**config.mk**
```make
export PLATFORM = sky130hd
export DESIGN_NAME = jtag_config_bank
export DESIGN_NICKNAME = d
export VERILOG_FILES = /design/src/rtl/jtag_config_bank.sv
export SDC_FILE = /design/constraint.sdc
export NUM_CORES = 1
export LEC_CHECK = 0
export CORE_MARGIN = 4
export CORE_UTILIZATION = 45
export DETAILED_ROUTE_END_ITERATION = 6
export GPL_TIMING_DRIVEN = 0
export PLACE_DENSITY = 0.76
export SYNTH_ARGS = -nofsm -noshare
export SYNTH_HDL_FRONTEND = slang
export SYNTH_SLANG_ARGS = --single-unit
```
**constraint.sdc**
```tcl
create_clock -name TCK -period 1.4 [get_ports TCK]
set_input_delay 0.28 -clock TCK [delete_from_list [all_inputs] [get_ports TCK]]
set_output_delay 0.28 -clock TCK [all_outputs]
set_load 0.1 [all_outputs]
```
**src/rtl/jtag_config_bank.sv**
```systemverilog
// Purpose: JTAG-side bank of NUM_REGS config registers sharing one DR shift chain,
//          with a valid/ack update handshake to the die and a lock with sticky errors.
// Latency: capture/shift/update all take effect on the TCK edge ending the TAP state.
// Backpressure: none on the TAP side; an unacked update followed by another sets cfg_overrun.
//
// Ports:
//   TCK, TRST           test clock, async active-high reset
//   TDI, cfg_tdo        serial chain in / out (LSB first)
//   tap_state, IR       TAP state and current instruction; IR_BASE..IR_BASE+NUM_REGS-1 selects
//   cfg_lock            blocks register updates (capture/shift still work)
//   cfg_upd_ack         consumer acknowledge of the pending update
//   err_clr             clears the sticky flags
//   cfg_flat            all registers, register k at [k*DATA_W +: DATA_W]
//   cfg_upd_valid/idx   pending-update handshake and index of the latest update
//   cfg_overrun         sticky: update landed while the previous one was unacked
//   cfg_lock_err        sticky: update attempted while locked
//   cfg_sel             IR is inside the bank's range
module jtag_config_bank #(
  parameter int              DATA_W   = 8,
  parameter int              NUM_REGS = 4,
  parameter int              IR_W     = 4,
  parameter logic [IR_W-1:0] IR_BASE  = IR_W'(3),
  parameter int              IDX_W    = (NUM_REGS > 1) ? $clog2(NUM_REGS) : 1
) (
  input  logic                       TCK,
  input  logic                       TRST,
  input  logic                       TDI,
  input  logic [3:0]                 tap_state,
  input  logic [IR_W-1:0]            IR,
  input  logic                       cfg_lock,
  input  logic                       cfg_upd_ack,
  input  logic                       err_clr,
  output logic [NUM_REGS*DATA_W-1:0] cfg_flat,
  output logic                       cfg_upd_valid,
  output logic [IDX_W-1:0]           cfg_upd_idx,
  output logic                       cfg_overrun,
  output logic                       cfg_lock_err,
  output logic                       cfg_sel,
  output logic                       cfg_tdo
);

  localparam logic [3:0] CAPTURE_DR = 4'd3;
  localparam logic [3:0] SHIFT_DR   = 4'd4;
  localparam logic [3:0] UPDATE_DR  = 4'd8;

  logic [NUM_REGS-1:0][DATA_W-1:0] regs_q, regs_d;
  logic [DATA_W-1:0]               shift_q, shift_d;
  logic                            valid_q, valid_d;
  logic [IDX_W-1:0]                idx_q, idx_d;
  logic                            overrun_q, overrun_d;
  logic                            lock_err_q, lock_err_d;

  logic [IR_W-1:0]  idx_raw;
  logic [IDX_W-1:0] idx;
  logic             upd_fire;
  logic             upd_blocked;
  logic             overrun_set;

  // Subtraction wraps at IR_W bits, so codes below IR_BASE land far out of range.
  assign idx_raw = IR - IR_BASE;
  assign cfg_sel = (32'(idx_raw) < NUM_REGS);
  assign idx     = IDX_W'(idx_raw);

  assign upd_fire    = cfg_sel && (tap_state == UPDATE_DR) && !cfg_lock;
  assign upd_blocked = cfg_sel && (tap_state == UPDATE_DR) &&  cfg_lock;
  // An ack arriving with the new update consumes the old one, so no overrun then.
  assign overrun_set = upd_fire && valid_q && !cfg_upd_ack;

  always_comb begin
    regs_d     = regs_q;
    shift_d    = shift_q;
    valid_d    = valid_q;
    idx_d      = idx_q;
    overrun_d  = overrun_q;
    lock_err_d = lock_err_q;

    if (cfg_sel && tap_state == CAPTURE_DR) begin
      shift_d = regs_q[idx];
    end else if (cfg_sel && tap_state == SHIFT_DR) begin
      shift_d = {TDI, shift_q[DATA_W-1:1]};
    end

    if (upd_fire) begin
      regs_d[idx] = shift_q;
      idx_d       = idx;
      valid_d     = 1'b1;
    end else if (cfg_upd_ack) begin
      valid_d = 1'b0;
    end

    // Sticky flags: a set in the same cycle beats err_clr.
    if (overrun_set) begin
      overrun_d = 1'b1;
    end else if (err_clr) begin
      overrun_d = 1'b0;
    end

    if (upd_blocked) begin
      lock_err_d = 1'b1;
    end else if (err_clr) begin
      lock_err_d = 1'b0;
    end
  end

  always_ff @(posedge TCK or posedge TRST) begin
    if (TRST) begin
      regs_q     <= '0;
      shift_q    <= '0;
      valid_q    <= 1'b0;
      idx_q      <= '0;
      overrun_q  <= 1'b0;
      lock_err_q <= 1'b0;
    end else begin
      regs_q     <= regs_d;
      shift_q    <= shift_d;
      valid_q    <= valid_d;
      idx_q      <= idx_d;
      overrun_q  <= overrun_d;
      lock_err_q <= lock_err_d;
    end
  end

  assign cfg_flat      = regs_q;
  assign cfg_upd_valid = valid_q;
  assign cfg_upd_idx   = idx_q;
  assign cfg_overrun   = overrun_q;
  assign cfg_lock_err  = lock_err_q;
  assign cfg_tdo       = shift_q[0];

endmodule

```
==> flow_summary.json <==
{
  "crit_buf_inv": 3,
  "busiest_layer": "met2",
  "place_ws_ns": -1.97,
  "fin_crit_sh": 1.03,
  "synth.avg_cell_area_sq_um": 13.7,
  "required_ns": 1.59,
  "core_area_sq_mm": 0.00482,
  "crit_family": "buffers and inverters",
  "power_mw": 3.51,
  "htreeDepth": 2,
  "syn_area_sq_mm": 0.00228,
  "ioPinCount": 53,
  "reg2regPathDepth": 3,
  "start_kind": "input pin",
  "critPathMaxStageDelay_ns": 0.31,
  "cp.arrival_ns": 1.63,
  "synth_edf_count": 0,
  "fin_crit_ns": 1.44,
  "initial_core_util": 0.473,
  "slew_viol_final": 0,
  "grt.total_usage": 0.204,
  "drtAntennaViolNets": 0,
  "holdPathEnd": "cfg_upd_idx[0]",
  "async_flop_share": 1.00,
  "syn_to_final_growth_pct": 43.8,
  "cp_cell_sequence": "buf_12, ha_4, nor3b_4, buf_6, a32o_2, buf_8, mux2_4",
  "place_congestion": 0.784,
  "synth_cell_types": 40,
  "die_area_sq_mm": 0.00627,
  "slew_headroom": 0.387,
  "rsz0062_at_grt": "true",
  "ys.flop_type": "dfrtp_1",
  "num_rows": 25,
  "tritoncts": "built",
  "cts_sinks": 45,
  "fmax_ghz": 0.695,
  "critPathKind": "in2reg",
  "firstDrtPassIters": 4,
  "setup_viol": 13,
  "grt_pass1_vias": 1830,
  "antenna_found_initial": 0,
  "routedWlPerCell_um": 19.5,
  "whs_path_depth": 3,
  "grtUsageMet2": 0.343,
  "grtUsageMet3": 0.0397,
  "grt.met1_usage": 0.253,
  "grt_max_degree": 46,
  "fin_nets": 256,
  "clock_latency_ns": 0.30,
  "overflow": 0,
  "hold_viol": 0,
  "chipWidth_um": 79.2,
  "r2r_slack_ns": 0.23,
  "end_kind": "flop",
  "vias": 1679,
  "synth_seq_cells": 45,
  "worstHoldStart": "IR[0]",
  "yosys_warnings": 0,
  "p_leak_nw": 1.55,
  "hold_buffers": 0,
  "hpwl_mm": 4.09,
  "root_buffer": "clkbuf_8",
  "setup_ws_ns": -0.0389,
  "grt_pass1_wl_mm": 9.67,
  "viasPerCell": 5.49,
  "drive_above_1_share": 0.632,
  "portBuffers": 52,
  "drtIter0Drc": 68,
  "critPathSlowestCell": "mux2_4",
  "hold_class": "in2reg",
  "power.density_mw_per_mm2": 1070,
  "route.detailed.drc": 0,
  "drv_cap": 0,
  "clk_pin_slew_ns": 0.09,
  "worstMarginPinSlew_ns": 0.918,
  "die_h_um": 79.2,
  "r2r-end": "shift_q[5]",
  "cts_buffers": 5,
  "timing.rr.start": "cfg_flat[13]",
  "wl_mm": 5.97,
  "ir_worst_vdd_mv": 0.682,
  "outcome": "finished with violations",
  "synthCells": 166,
  "yosysSeqAreaShare": 0.494,
  "clockBufferDepth": 2,
  "synth_nets": 184,
  "violations": "negative setup slack",
  "finClkSkew_ns": 0.00757,
  "diodes": 0,
  "cp_max_fo": 8
}
==> worst max-delay path by stage <==
stage,slack (ns),to,startpoint,cells past startpoint
detailed placement,-1.97,cfg_sel,IR[0],5
CTS,-0.02,cfg_flat[14],IR[0],7
finish,-0.04,cfg_flat[14],IR[0],7
global route,-0.08,cfg_flat[14],IR[0],7
floorplan,-0.19,cfg_flat[10],IR[0],5
global placement,-1.93,cfg_sel,IR[0],5
==> what timing repair did <==
item | in CTS | in global routing
buffers inserted | 10 | 4
setup endpoints to repair | 84 | 54
pin swaps | 9 | 1
gates resized for setup | 269 | 42
==> worst reg2reg max path: stages (launching register included) <==
cell and delay (ns):
dfrtp_2 0.43, mux2_4 0.28, a221oi_2 0.26, o2bb2ai_1 0.10
==> cell type report <==
cell class,count,area [sq um]
fillers,364,1540
inverters,7,43.8
flip-flops and latches,45,1160
clock inverters,1,30.0
clock buffers,7,86.3
well taps,67,83.8
multi-input cells,110,1240
repair buffers,66,574
plain buffers,3,55.1
==> flip-flops by register name, indices dropped and copies added (netlist names) <==
signal,cells
cfg_lock_err,1
cfg_upd_valid,1
cfg_flat,32
cfg_upd_idx,2
shift_q,8
cfg_overrun,1
==> cell usage in the layout (no fill, tap or decap), drive strengths merged, types with 2 or more instances in the layout <==
master          n
dfrtp          45
mux2           39
buf            37
clkbuf         33
mux2i          12
inv             7
o2bb2ai         6
a21oi           6
nand2           5
o22ai           4
clkdlybuf4s50   4
ha              4
o221ai          3
a22oi           3
nand3b          2
nor2            2
nand2b          2
nor3b           2
o21ai           2
a32o            2
==> power by group <==
group / internal, mW / total [mW] / leakage (nW) / switching [mW]
Combinational: 0.308 / 0.953 / 0.932 / 0.645
Clock: 0.583 / 1.03 / 0.0585 / 0.446
Sequential: 1.40 / 1.53 / 0.562 / 0.127
==> metal layers <==
| layer | wire length, um | vias up |
|---|---|---|
| met4 | 188 | 0 |
| met3 | 261 | 14 |
| li1 | - | 767 |
| met1 | 2480 | 844 |
| met5 | 0 | - |
| met2 | 3040 | 54 |
==> per-stage QoR <==
stage | utilization | instance area (sq um) | setup TNS, ns | hold slack (ns) | std cells
final | 0.680 | 3280 | -0.277 | 0.312 | 306
after global routing | 0.680 | 3280 | -1.30 | 0.306 | 306
after CTS | 0.650 | 3130 | -0.230 | 0.305 | 303
after detailed placement | 0.628 | 3030 | -70.30 | 0.483 | 285
after global placement | 0.628 | 3030 | -96.55 | 0.471 | 285
after floorplan | - | 2420 | -3.97 | 0.442 | 166
==> Yosys cell counts, types with 2 or more instances <==
library cell	n	area [sq um]
a21oi_1	5	25.0
a22oi_1	3	22.5
a32o_1	2	20.0
buf_2	2	10.0
dfrtp_1	45	1130
ha_1	4	50.1
inv_1	7	26.3
mux2_1	29	327
mux2_4	9	135
mux2i_1	12	120
nand2_1	5	18.8
nand2b_1	2	12.5
nand3b_1	2	15.0
nor2_1	2	7.51
o21ai_1	2	10.0
o221ai_1	3	26.3
o22ai_1	4	25.0
o2bb2ai_1	6	52.6
==> cells by family after synthesis <==
group / share of synthesized area
muxes: 0.260
DFF: 0.494
AOI/OAI and AO/OA: 0.116
and+or+nand+nor: 0.0829
buffers and inverters: 0.0242
adders and majority gates: 0.0220
Note: power is estimated with default switching activity, not from simulation.
